**config.mk**
```make
export PLATFORM = sky130hd
export DESIGN_NAME = pipe_hazard_ctrl_flat
export DESIGN_NICKNAME = d
export VERILOG_FILES = /design/src/rtl/pipe_hazard_ctrl_pkg.sv /design/src/rtl/pipe_hazard_ctrl_if.sv /design/src/rtl/pipe_hazard_ctrl_div_seq.sv /design/src/rtl/pipe_hazard_ctrl.sv /design/src/flat_wrapper.sv
export SDC_FILE = /design/constraint.sdc
export NUM_CORES = 1
export LEC_CHECK = 0
export CORE_MARGIN = 4
export CORE_UTILIZATION = 45
export DETAILED_ROUTE_END_ITERATION = 6
export MAX_ROUTING_LAYER = met4
export PLACE_DENSITY = 0.82
export SYNTH_ARGS = -nofsm -noshare
export SYNTH_HDL_FRONTEND = slang
export SYNTH_HIERARCHICAL = 1
export SYNTH_SLANG_ARGS = --single-unit
```
**constraint.sdc**
```tcl
create_clock -name clk -period 6.6 [get_ports clk]
set_input_delay 1.98 -clock clk [delete_from_list [all_inputs] [get_ports clk]]
set_output_delay 1.98 -clock clk [all_outputs]
set_load 0.1 [all_outputs]
```
**src/rtl/pipe_hazard_ctrl_pkg.sv**
```systemverilog
// rtl/pipe_hazard_ctrl_pkg.sv - shared encodings and scoreboard types for the pipeline sequencer
package pipe_hazard_ctrl_pkg;

  localparam int REG_AW = 5;

  typedef enum logic [1:0] {
    FWD_RF  = 2'd0,
    FWD_EXE = 2'd1,
    FWD_MEM = 2'd2,
    FWD_WB  = 2'd3
  } fwd_sel_e;

  typedef enum logic [1:0] {
    DIV_IDLE = 2'd0,
    DIV_BUSY = 2'd1,
    DIV_DONE = 2'd2
  } div_state_e;

  typedef struct packed {
    logic              wen;
    logic [REG_AW-1:0] dest;
    logic              is_load;
    logic              is_div;
  } sb_entry_t;

  // A stage only forwards if it is live, writes a GPR other than $0, and targets idx.
  function automatic logic sb_hit(input logic v, input sb_entry_t e, input logic [REG_AW-1:0] idx);
    return v && e.wen && (e.dest != '0) && (e.dest == idx);
  endfunction

endpackage

```
**src/rtl/pipe_hazard_ctrl_if.sv**
```systemverilog
// rtl/pipe_hazard_ctrl_if.sv - datapath <-> sequencer handshake and forwarding bundle
interface pipe_hazard_ctrl_if;
  import pipe_hazard_ctrl_pkg::*;

  logic              fs_valid;
  logic [REG_AW-1:0] de_rs;
  logic [REG_AW-1:0] de_rt;
  logic              de_rs_used;
  logic              de_rt_used;
  logic              de_wen;
  logic [REG_AW-1:0] de_dest;
  logic              de_is_load;
  logic              de_is_div;
  logic              flush;

  logic              fs_allowin;
  logic              de_valid;
  logic              exe_valid;
  logic              mem_valid;
  logic              wb_valid;
  logic              de_to_exe;
  logic [1:0]        rs_fwd_sel;
  logic [1:0]        rt_fwd_sel;
  logic              div_busy;

  modport master (
    output fs_valid, de_rs, de_rt, de_rs_used, de_rt_used, de_wen, de_dest,
           de_is_load, de_is_div, flush,
    input  fs_allowin, de_valid, exe_valid, mem_valid, wb_valid, de_to_exe,
           rs_fwd_sel, rt_fwd_sel, div_busy
  );

  modport slave (
    input  fs_valid, de_rs, de_rt, de_rs_used, de_rt_used, de_wen, de_dest,
           de_is_load, de_is_div, flush,
    output fs_allowin, de_valid, exe_valid, mem_valid, wb_valid, de_to_exe,
           rs_fwd_sel, rt_fwd_sel, div_busy
  );

endinterface

```
**src/rtl/pipe_hazard_ctrl_div_seq.sv**
```systemverilog
// rtl/pipe_hazard_ctrl_div_seq.sv - multi-cycle divider occupancy FSM gating EXE ready_go
module pipe_div_seq
  import pipe_hazard_ctrl_pkg::*;
#(
  parameter int DIV_LATENCY = 33
) (
  input  logic clk,
  input  logic rst,
  input  logic flush,
  input  logic div_enter,
  input  logic exe_div,
  input  logic exe_leave,
  output logic exe_ready_go,
  output logic div_busy
);

  localparam int CW = (DIV_LATENCY > 2) ? $clog2(DIV_LATENCY - 1) : 1;
  localparam logic [CW-1:0] CNT_INIT = CW'(DIV_LATENCY - 2);

  div_state_e    state_q;
  logic [CW-1:0] cnt_q;
  logic          busy_q;
  logic          done_q;

  // Flush returns to IDLE but leaves the counter alone; only reset clears it.
  always_ff @(posedge clk) begin
    if (rst) begin
      state_q <= DIV_IDLE;
      cnt_q   <= '0;
      busy_q  <= 1'b0;
      done_q  <= 1'b0;
    end else if (flush) begin
      state_q <= DIV_IDLE;
      busy_q  <= 1'b0;
      done_q  <= 1'b0;
    end else begin
      case (state_q)
        DIV_IDLE: begin
          if (div_enter) begin
            state_q <= DIV_BUSY;
            cnt_q   <= CNT_INIT;
            busy_q  <= 1'b1;
          end
        end
        DIV_BUSY: begin
          if (cnt_q == '0) begin
            state_q <= DIV_DONE;
            done_q  <= 1'b1;
          end else begin
            cnt_q <= cnt_q - 1'b1;
          end
        end
        DIV_DONE: begin
          if (exe_leave) begin
            done_q <= 1'b0;
            if (div_enter) begin
              state_q <= DIV_BUSY;
              cnt_q   <= CNT_INIT;
            end else begin
              state_q <= DIV_IDLE;
              busy_q  <= 1'b0;
            end
          end
        end
        default: begin
          state_q <= DIV_IDLE;
          busy_q  <= 1'b0;
          done_q  <= 1'b0;
        end
      endcase
    end
  end

  assign exe_ready_go = !exe_div || done_q;
  assign div_busy     = busy_q;

endmodule

```
**src/rtl/pipe_hazard_ctrl.sv**
```systemverilog
// rtl/pipe_hazard_ctrl.sv - stage valids, scoreboard, forwarding selects and load-use stall
module pipe_hazard_ctrl
  import pipe_hazard_ctrl_pkg::*;
#(
  parameter int DIV_LATENCY = 33
) (
  input  logic             clk,
  input  logic             rst,
  pipe_hazard_ctrl_if.slave hz
);

  logic      de_valid_q, de_valid_d;
  logic      exe_valid_q, exe_valid_d;
  logic      mem_valid_q, mem_valid_d;
  logic      wb_valid_q, wb_valid_d;
  sb_entry_t exe_sb_q, exe_sb_d;
  sb_entry_t mem_sb_q, mem_sb_d;
  sb_entry_t wb_sb_q, wb_sb_d;

  sb_entry_t de_sb;
  logic      rs_exe_hit, rs_mem_hit, rs_wb_hit;
  logic      rt_exe_hit, rt_mem_hit, rt_wb_hit;
  fwd_sel_e  rs_sel, rt_sel;
  logic      load_use;
  logic      de_ready_go, exe_ready_go;
  logic      wb_allowin, mem_allowin, exe_allowin, de_allowin;
  logic      de_to_exe, exe_to_mem;
  logic      div_busy;
  logic      unused_sb_bits;

  always_comb begin
    de_sb.wen     = hz.de_wen;
    de_sb.dest    = hz.de_dest;
    de_sb.is_load = hz.de_is_load;
    de_sb.is_div  = hz.de_is_div;

    rs_exe_hit = hz.de_rs_used && sb_hit(exe_valid_q, exe_sb_q, hz.de_rs);
    rs_mem_hit = hz.de_rs_used && sb_hit(mem_valid_q, mem_sb_q, hz.de_rs);
    rs_wb_hit  = hz.de_rs_used && sb_hit(wb_valid_q,  wb_sb_q,  hz.de_rs);
    rt_exe_hit = hz.de_rt_used && sb_hit(exe_valid_q, exe_sb_q, hz.de_rt);
    rt_mem_hit = hz.de_rt_used && sb_hit(mem_valid_q, mem_sb_q, hz.de_rt);
    rt_wb_hit  = hz.de_rt_used && sb_hit(wb_valid_q,  wb_sb_q,  hz.de_rt);

    // Youngest producer wins.
    rs_sel = FWD_RF;
    if (rs_exe_hit)      rs_sel = FWD_EXE;
    else if (rs_mem_hit) rs_sel = FWD_MEM;
    else if (rs_wb_hit)  rs_sel = FWD_WB;

    rt_sel = FWD_RF;
    if (rt_exe_hit)      rt_sel = FWD_EXE;
    else if (rt_mem_hit) rt_sel = FWD_MEM;
    else if (rt_wb_hit)  rt_sel = FWD_WB;

    load_use    = exe_sb_q.is_load && (rs_exe_hit || rt_exe_hit);
    de_ready_go = !load_use;

    wb_allowin  = 1'b1;
    mem_allowin = !mem_valid_q || wb_allowin;
    exe_allowin = !exe_valid_q || (exe_ready_go && mem_allowin);
    de_allowin  = !de_valid_q  || (de_ready_go && exe_allowin);

    de_to_exe  = de_valid_q  && de_ready_go  && exe_allowin && !hz.flush;
    exe_to_mem = exe_valid_q && exe_ready_go && mem_allowin && !hz.flush;

    de_valid_d  = de_allowin  ? hz.fs_valid                  : de_valid_q;
    exe_valid_d = exe_allowin ? (de_valid_q && de_ready_go)  : exe_valid_q;
    mem_valid_d = mem_allowin ? (exe_valid_q && exe_ready_go) : mem_valid_q;
    wb_valid_d  = wb_allowin  ? mem_valid_q                  : wb_valid_q;

    exe_sb_d = exe_allowin ? de_sb    : exe_sb_q;
    mem_sb_d = mem_allowin ? exe_sb_q : mem_sb_q;
    wb_sb_d  = wb_allowin  ? mem_sb_q : wb_sb_q;

    // A flush in the same cycle overrides every transfer.
    if (hz.flush) begin
      de_valid_d  = 1'b0;
      exe_valid_d = 1'b0;
      mem_valid_d = 1'b0;
      wb_valid_d  = 1'b0;
    end
  end

  always_ff @(posedge clk) begin
    if (rst) begin
      de_valid_q  <= 1'b0;
      exe_valid_q <= 1'b0;
      mem_valid_q <= 1'b0;
      wb_valid_q  <= 1'b0;
      exe_sb_q    <= '0;
      mem_sb_q    <= '0;
      wb_sb_q     <= '0;
    end else begin
      de_valid_q  <= de_valid_d;
      exe_valid_q <= exe_valid_d;
      mem_valid_q <= mem_valid_d;
      wb_valid_q  <= wb_valid_d;
      exe_sb_q    <= exe_sb_d;
      mem_sb_q    <= mem_sb_d;
      wb_sb_q     <= wb_sb_d;
    end
  end

  pipe_div_seq #(
    .DIV_LATENCY (DIV_LATENCY)
  ) u_div_seq (
    .clk          (clk),
    .rst          (rst),
    .flush        (hz.flush),
    .div_enter    (de_to_exe && hz.de_is_div),
    .exe_div      (exe_valid_q && exe_sb_q.is_div),
    .exe_leave    (exe_to_mem),
    .exe_ready_go (exe_ready_go),
    .div_busy     (div_busy)
  );

  assign unused_sb_bits = ^{mem_sb_q.is_load, mem_sb_q.is_div, wb_sb_q.is_load, wb_sb_q.is_div};

  assign hz.fs_allowin = de_allowin;
  assign hz.de_valid   = de_valid_q;
  assign hz.exe_valid  = exe_valid_q;
  assign hz.mem_valid  = mem_valid_q;
  assign hz.wb_valid   = wb_valid_q;
  assign hz.de_to_exe  = de_to_exe;
  assign hz.rs_fwd_sel = rs_sel;
  assign hz.rt_fwd_sel = rt_sel;
  assign hz.div_busy   = div_busy;

endmodule
```
**src/flat_wrapper.sv**
```systemverilog
// flat-port wrapper written by rule: the top's interface ports become plain ports
module pipe_hazard_ctrl_flat import pipe_hazard_ctrl_pkg::*;
#(
  parameter int DIV_LATENCY = 33
)
  (clk, rst, hz_fs_valid, hz_de_rs, hz_de_rt, hz_de_rs_used, hz_de_rt_used, hz_de_wen, hz_de_dest, hz_de_is_load, hz_de_is_div, hz_flush, hz_fs_allowin, hz_de_valid, hz_exe_valid, hz_mem_valid, hz_wb_valid, hz_de_to_exe, hz_rs_fwd_sel, hz_rt_fwd_sel, hz_div_busy);
  pipe_hazard_ctrl_if hz_i ();
  input  logic clk;
  input  logic rst;
  input wire logic [$bits(hz_i.fs_valid)-1:0] hz_fs_valid;
  input wire logic [$bits(hz_i.de_rs)-1:0] hz_de_rs;
  input wire logic [$bits(hz_i.de_rt)-1:0] hz_de_rt;
  input wire logic [$bits(hz_i.de_rs_used)-1:0] hz_de_rs_used;
  input wire logic [$bits(hz_i.de_rt_used)-1:0] hz_de_rt_used;
  input wire logic [$bits(hz_i.de_wen)-1:0] hz_de_wen;
  input wire logic [$bits(hz_i.de_dest)-1:0] hz_de_dest;
  input wire logic [$bits(hz_i.de_is_load)-1:0] hz_de_is_load;
  input wire logic [$bits(hz_i.de_is_div)-1:0] hz_de_is_div;
  input wire logic [$bits(hz_i.flush)-1:0] hz_flush;
  output wire logic [$bits(hz_i.fs_allowin)-1:0] hz_fs_allowin;
  output wire logic [$bits(hz_i.de_valid)-1:0] hz_de_valid;
  output wire logic [$bits(hz_i.exe_valid)-1:0] hz_exe_valid;
  output wire logic [$bits(hz_i.mem_valid)-1:0] hz_mem_valid;
  output wire logic [$bits(hz_i.wb_valid)-1:0] hz_wb_valid;
  output wire logic [$bits(hz_i.de_to_exe)-1:0] hz_de_to_exe;
  output wire logic [$bits(hz_i.rs_fwd_sel)-1:0] hz_rs_fwd_sel;
  output wire logic [$bits(hz_i.rt_fwd_sel)-1:0] hz_rt_fwd_sel;
  output wire logic [$bits(hz_i.div_busy)-1:0] hz_div_busy;
  assign hz_i.fs_valid = hz_fs_valid;
  assign hz_i.de_rs = hz_de_rs;
  assign hz_i.de_rt = hz_de_rt;
  assign hz_i.de_rs_used = hz_de_rs_used;
  assign hz_i.de_rt_used = hz_de_rt_used;
  assign hz_i.de_wen = hz_de_wen;
  assign hz_i.de_dest = hz_de_dest;
  assign hz_i.de_is_load = hz_de_is_load;
  assign hz_i.de_is_div = hz_de_is_div;
  assign hz_i.flush = hz_flush;
  assign hz_fs_allowin = hz_i.fs_allowin;
  assign hz_de_valid = hz_i.de_valid;
  assign hz_exe_valid = hz_i.exe_valid;
  assign hz_mem_valid = hz_i.mem_valid;
  assign hz_wb_valid = hz_i.wb_valid;
  assign hz_de_to_exe = hz_i.de_to_exe;
  assign hz_rs_fwd_sel = hz_i.rs_fwd_sel;
  assign hz_rt_fwd_sel = hz_i.rt_fwd_sel;
  assign hz_div_busy = hz_i.div_busy;
  pipe_hazard_ctrl #(.DIV_LATENCY(DIV_LATENCY)) u_core (.clk(clk), .rst(rst), .hz(hz_i));
endmodule
```
==> results of run 1 <==
cell type report:
cell class | count | area [µm²]
Fill cell | 322 | 1490
Multi-Input combinational cell | 152 | 1010
Sequential cell | 33 | 661
Timing Repair Buffer | 34 | 325
Clock buffer | 5 | 68.8
Tap cell | 48 | 60.1
Inverter | 7 | 26.3
Clock inverter | 3 | 17.5
worst min path at each step:
| stage | from | to | cells past startpoint |
|---|---|---|---|
| after global routing | u_core/exe_sb_q[0]$_SDFFE_PP0P_ | u_core/exe_sb_q[0]$_SDFFE_PP0P_ | 2 |
| after floorplan | u_core/exe_sb_q[0]$_SDFFE_PP0P_ | u_core/exe_sb_q[0]$_SDFFE_PP0P_ | 2 |
| after detailed placement | u_core/exe_sb_q[0]$_SDFFE_PP0P_ | u_core/exe_sb_q[0]$_SDFFE_PP0P_ | 2 |
| after global placement | u_core/exe_sb_q[0]$_SDFFE_PP0P_ | u_core/exe_sb_q[0]$_SDFFE_PP0P_ | 2 |
| after CTS | u_core/exe_sb_q[0]$_SDFFE_PP0P_ | u_core/exe_sb_q[0]$_SDFFE_PP0P_ | 2 |
| final | u_core/exe_sb_q[0]$_SDFFE_PP0P_ | u_core/exe_sb_q[0]$_SDFFE_PP0P_ | 2 |
sequential cells by signal, indices dropped and copies added (netlist names):
name	cells
u_core/mem_sb_q	6
u_core/hz.wb_valid	1
u_core/u_div_seq/cnt_q	5
u_core/exe_sb_q	8
u_core/u_div_seq/state_q	2
u_core/hz.de_valid	1
u_core/hz.exe_valid	1
u_core/hz.mem_valid	1
u_core/u_div_seq/div_busy	1
u_core/wb_sb_q	6
u_core/u_div_seq/done_q	1
Yosys cell counts, types with 4 or more instances:
master     n
dfxtp_1   33
nand2b_1   6
nand4_1    4
nor3_1     7
nor2b_1   14
nand3_1    4
nand2_1   23
nor2_1    10
xnor2_1   22
xor2_1     8
a21oi_1   14
inv_1      7
worst reg2reg max path: stages, from the launching register on:
cell and delay (ns):
dfxtp_1 0.48, xor2_1 0.12, nor4_1 0.35, nand3_1 0.25, a21oi_1 0.30, nor3_1 0.10
and2b_1 0.24, a32oi_4 0.30, mux2_4 0.32
kinds of logic (layout without fill, tap and decap cells):
kind of cell | Yosys count | in the layout
flops | 33 | 33
xor+xnor | 30 | 30
buf+inv | 11 | 49
simple gates | 85 | 85
compound gates | 35 | 35
mux | 1 | 1
fa+ha+maj | 1 | 1
metrics by stage:
stage                     utilization (%)  power (µW)
final                                59.3         416
after global routing                 59.3         432
after CTS                            59.3         419
after detailed placement             57.0         272
after global placement               57.0         271
after floorplan                         -         246
per-layer routing:
metal | track usage, % | part of all wire (%) | vias to the layer above
li1 | - | - | 759
met3 | 4.93 | 5.8 | 14
met1 | 20.2 | 46 | 691
met4 | 7.45 | 2.1 | 0
met5 | - | 0 | -
met2 | 25.8 | 46 | 44
power by group through the flow:
stage	logic [µW]	clock network [µW]	registers, µW
final	55.4	147	213
after detailed placement	55.1	0	217
after floorplan	28.1	0	218
after CTS	55.4	150	213
after global placement	54.1	0	217
after global routing	60.0	158	213
==> flow_summary.json, run 1 <==
{
  "synth_cell_types": 44,
  "r2r-end": "u_core/u_div_seq/cnt_q[1]$_SDFFE_PP0P_",
  "worstPathRequired_ns": 4.62,
  "place_area_um2": 2090,
  "vias": 1508,
  "status": "completed",
  "synth_compound_area_share_pct": 14.9,
  "p_per_area_nw_per_um2": 191,
  "switching_share_pct": 26.0,
  "syn-cell-area_um2": 1710,
  "viasPerCell": 5.35,
  "cp-end-kind": "output pin",
  "routed_wirelength_um": 3840,
  "top_level_ports": 35,
  "crit_fanout": 5,
  "hold_violations": 0,
  "worstSetupStartpoint": "hz_de_rt[3]",
  "grt_pass1_vias": 1408,
  "r2r_setup_slack_ns": 4.04,
  "ant_nets": 0,
  "syn_nets": 221,
  "final_area_um2": 2170,
  "cp.depth": 7,
  "start_kind": "input pin",
  "antenna_found_initial": 0,
  "cpMaxStageDelayCell": "clkdlybuf4s50_1",
  "initialDrtViolationCount": 56,
  "track_usage_pct": 16.7,
  "synth_edf_count": 0,
  "switching_power_uw": 108,
  "first_pass_iters": 5,
  "r2r-start": "u_core/exe_sb_q[5]$_SDFFE_PP0P_",
  "synth.avg_cell_area_um2": 8.72,
  "layout_commonest_cell": "dfxtp_1",
  "cpLargestDelayFamily": "buffers and inverters",
  "finalCritPeriodShare_pct": 90.2,
  "dp_hpwl_um": 2890,
  "slew_violations": 0,
  "grt-ovfl-total": 0,
  "htree_levels": 2,
  "p_int_uw": 307,
  "most-common-layout-cells": "dfxtp_1 (33), clkdlybuf4s50_1 (28), nand2_1 (23), xnor2_1 (22)",
  "slew_headroom_pct": 32.7,
  "cts_max_path_buffers": 2,
  "holdWs_ns": 0.456,
  "start_util_pct": 46.7,
  "netlist_instances": 196,
  "port_buffers": 34,
  "p_clk_share_pct": 35.5,
  "tns_ns": 0,
  "die_area_um2": 4850,
  "clk_pin_slew_ns": 0.07,
  "dp.cells": 274,
  "synth_area_leaders": "dfxtp_1 (39%), xnor2_1 (11%), nor2b_1 (5.1%), nand2_1 (5.1%), a21oi_1 (4.1%)",
  "fin_nets": 258,
  "drc": 0,
  "cts_buffers": 5,
  "synth_mux_area_share_pct": 0.878,
  "cts.sinks": 33,
  "synthSimpleGateAreaFrac_pct": 27.0,
  "ys_ff_latch": 33,
  "worst_slack_ns": 0.645,
  "grt_max_degree": 31,
  "synth-seq-area-share_pct": 38.7,
  "critPathKind": "in -> out",
  "root_buffer": "clkbuf_8",
  "yosys.area.top_type": "dfxtp_1",
  "worst_ep_arrival_time_ns": 3.97,
  "pre_cts_ws_ns": 0.677,
  "final_cell_count_no_fill": 282,
  "hold_buffers": 0,
  "peakVddDrop_mv": 0.152,
  "synthXorXnorAreaFrac_pct": 15.4,
  "r2r_cells": 8,
  "leakagePower_uw": 0.000759,
  "worst_slew_pin_slew_ns": 1.01,
  "drive_gt1_share_pct": 9.40,
  "synth_adder_area_share_pct": 0.732,
  "antenna_cells": 0,
  "worstSkewPairLatency_ns": 0.29,
  "postCtsSetupBuffers": 0,
  "die_w_um": 69.6,
  "placementRows": 22,
  "cts_resized": 0,
  "worstSetupEndpoint": "hz_fs_allowin",
  "wl_per_cell_um": 13.6,
  "die_y_um": 69.6,
  "synth-main-ff-cell": "dfxtp_1",
  "yosysTopAreaCellShare_pct": 38.7,
  "hp-class": "reg -> reg",
  "cp_num_buf_inv": 2,
  "tritoncts": "yes",
  "synth_top_family_by_area": "simple AND/OR/NAND/NOR gates",
  "gp_congestion": 0.804,
  "timing.max_cap.violations": 0,
  "core_area_um2": 3660,
  "synth-async-reset-ratio_pct": 0,
  "area_growth_pct": 27.1,
  "grt_pass1_wl_um": 6320,
  "setup_violations": 0,
  "rsz0062_at_grt": "no",
  "cp_slowest_stage_delay_ns": 0.48,
  "clock_skew_ns": 0.00696,
  "max_freq_mhz": 168,
  "post-route-min-period_ns": 5.95,
  "comb_power_share_pct": 13.3,
  "ys_warn_count": 6,
  "pwr-share-seq_pct": 51.2,
  "crit_path_cell_trace": "clkdlybuf4s50_1 -> xor2_1 -> nor4_1 -> nand3_1 -> a211oi_1 -> nor2_1 -> buf_4"
}
Note: power is estimated with default switching activity, not from simulation.
==> run 2, diff against run 1 <==
- SLEW_MARGIN: not set -> 15
- TNS_END_PERCENT: not set -> 5
==> flow_summary.json, run 2 (synthesized netlist as in run 1, its figures left out) <==
{
  "leakagePower_uw": 0.000770,
  "dp_hpwl_um": 3000,
  "cp_num_buf_inv": 2,
  "critPathKind": "in -> out",
  "fin_nets": 258,
  "setup_violations": 0,
  "post-route-min-period_ns": 5.98,
  "crit_path_cell_trace": "clkdlybuf4s50_1 -> xor2_1 -> nor4_1 -> nand3_1 -> a211oi_1 -> nor2_1 -> buf_4",
  "initialDrtViolationCount": 72,
  "viasPerCell": 5.30,
  "hold_buffers": 0,
  "most-common-layout-cells": "dfxtp_1 (33), clkdlybuf4s50_1 (28), nand2_1 (23), xnor2_1 (22)",
  "clock_skew_ns": 0.00622,
  "dp.cells": 274,
  "max_freq_mhz": 167,
  "final_cell_count_no_fill": 282,
  "hold_violations": 0,
  "cp-end-kind": "output pin",
  "p_clk_share_pct": 41.7,
  "cts.sinks": 33,
  "register_area_um2": 661,
  "p_per_area_nw_per_um2": 209,
  "track_usage_pct": 17.5,
  "largest_reg_flops": 8,
  "hp-class": "reg -> reg",
  "drive_gt1_share_pct": 9.40,
  "first_pass_iters": 5,
  "worst_slew_pin_slew_ns": 1.03,
  "ant_nets": 0,
  "slew_violations": 0,
  "placementRows": 22,
  "start_util_pct": 46.7,
  "vias": 1494,
  "worst_ep_arrival_time_ns": 4.00,
  "nFillCells": 348,
  "switching_share_pct": 24.5,
  "rsz0062_at_grt": "no",
  "busiest_layer": "met2",
  "switching_power_uw": 113,
  "cts_max_path_buffers": 2,
  "worstPathRequired_ns": 4.62,
  "grt_pass1_vias": 1443,
  "routed_wirelength_um": 4010,
  "slew_headroom_pct": 30.9,
  "cpMaxStageDelayCell": "clkdlybuf4s50_1",
  "postCtsSetupBuffers": 0,
  "peakVddDrop_mv": 0.102,
  "die_area_um2": 4850,
  "status": "completed",
  "root_buffer": "clkbuf_8",
  "port_buffers": 34,
  "multi_input_area_um2": 1010,
  "htree_levels": 2,
  "p_int_uw": 348,
  "cpLargestDelayFamily": "buffers and inverters",
  "grtUsageMet3_pct": 3.33,
  "grt-ovfl-total": 0,
  "clk_pin_slew_ns": 0.07,
  "antenna_found_initial": 0,
  "grt_max_degree": 31,
  "die_y_um": 69.6,
  "start_kind": "input pin",
  "tritoncts": "yes",
  "top_level_ports": 35,
  "cts_resized": 0,
  "largestRegisters": "u_core/exe_sb_q x8, u_core/mem_sb_q x6, u_core/wb_sb_q x6",
  "use_met2_pct": 26.5,
  "cts_buffers": 5,
  "drc": 0,
  "pwr-share-seq_pct": 46.2,
  "final_area_um2": 2200,
  "crit_fanout": 5,
  "gp_congestion": 0.811,
  "wl_per_cell_um": 14.2,
  "tns_ns": 0,
  "worstSkewPairLatency_ns": 0.29,
  "cp_slowest_stage_delay_ns": 0.48,
  "timing.max_cap.violations": 0,
  "finalCritPeriodShare_pct": 90.6,
  "comb_power_share_pct": 12.1,
  "top_register": "u_core/exe_sb_q",
  "core_area_um2": 3660,
  "met1_usage_pct": 21.7,
  "area_growth_pct": 28.8,
  "final_util_pct": 60.1,
  "die_w_um": 69.6,
  "antenna_cells": 0,
  "grt_pass1_wl_um": 6600,
  "power_uw": 461,
  "layout_commonest_cell": "dfxtp_1",
  "place_area_um2": 2090
}
## run 2: changes by cell type in the layout (fill, tap and decap cells not counted), sizes merged
| cell | previous run | this run |
|---|---|---|
| clkinv | 2 | 1 |
| bufinv | 0 | 1 |
## run 2: worst paths after layout
kind / start / end / slack, ns / cells after the start
setup / recovery: hz_de_rt[3] / hz_fs_allowin / 0.62 / 7
hold / removal: u_core/exe_sb_q[0]$_SDFFE_PP0P_ / u_core/exe_sb_q[0]$_SDFFE_PP0P_ / 0.45 / 2
setup reg to reg: u_core/exe_sb_q[5]$_SDFFE_PP0P_ / u_core/u_div_seq/cnt_q[1]$_SDFFE_PP0P_ / 3.97 / 8
hold reg to reg: u_core/exe_sb_q[0]$_SDFFE_PP0P_ / u_core/exe_sb_q[0]$_SDFFE_PP0P_ / 0.45 / 2
## run 2: layout make-up
type / count / share of cell area, %
timing repair buffer: 34 / 14.8
sequential: 33 / 30.0
clock buffer: 5 / 3.13
clock inverter: 3 / 2.10
inverter: 7 / 1.19
tap: 48 / 2.73
multi-input combinational: 152 / 46.0
## run 2: stage by stage
step	worst slack (ns)	hold slack [ns]
2_1_floorplan	-0.0752	0.427
3_3_place_gp	0.732	0.435
3_5_place_dp	0.677	0.444
4_1_cts	0.656	0.452
5_1_grt	0.531	0.472
6_report	0.623	0.449
## run 2: worst min-delay path, stage by stage (launching register included)
cell and delay [ns]:
dfxtp_1 0.31, nand2_1 0.05, a21oi_1 0.05
## run 2: power by group through the flow
stage	combinational [µW]	sequential, µW	clock, µW
after floorplan	28.1	218	0
after global placement	54.0	217	0
after detailed placement	55.3	217	0
after CTS	55.7	213	196
after global routing	60.4	214	202
final	55.5	213	192
## run 2: per-layer routing
layer  wire length [µm]  part of all wire (%)
met1               1790                    44
met2               1910                    47
met3                228                   5.7
met4                 93                   2.3
met5                  0                     0
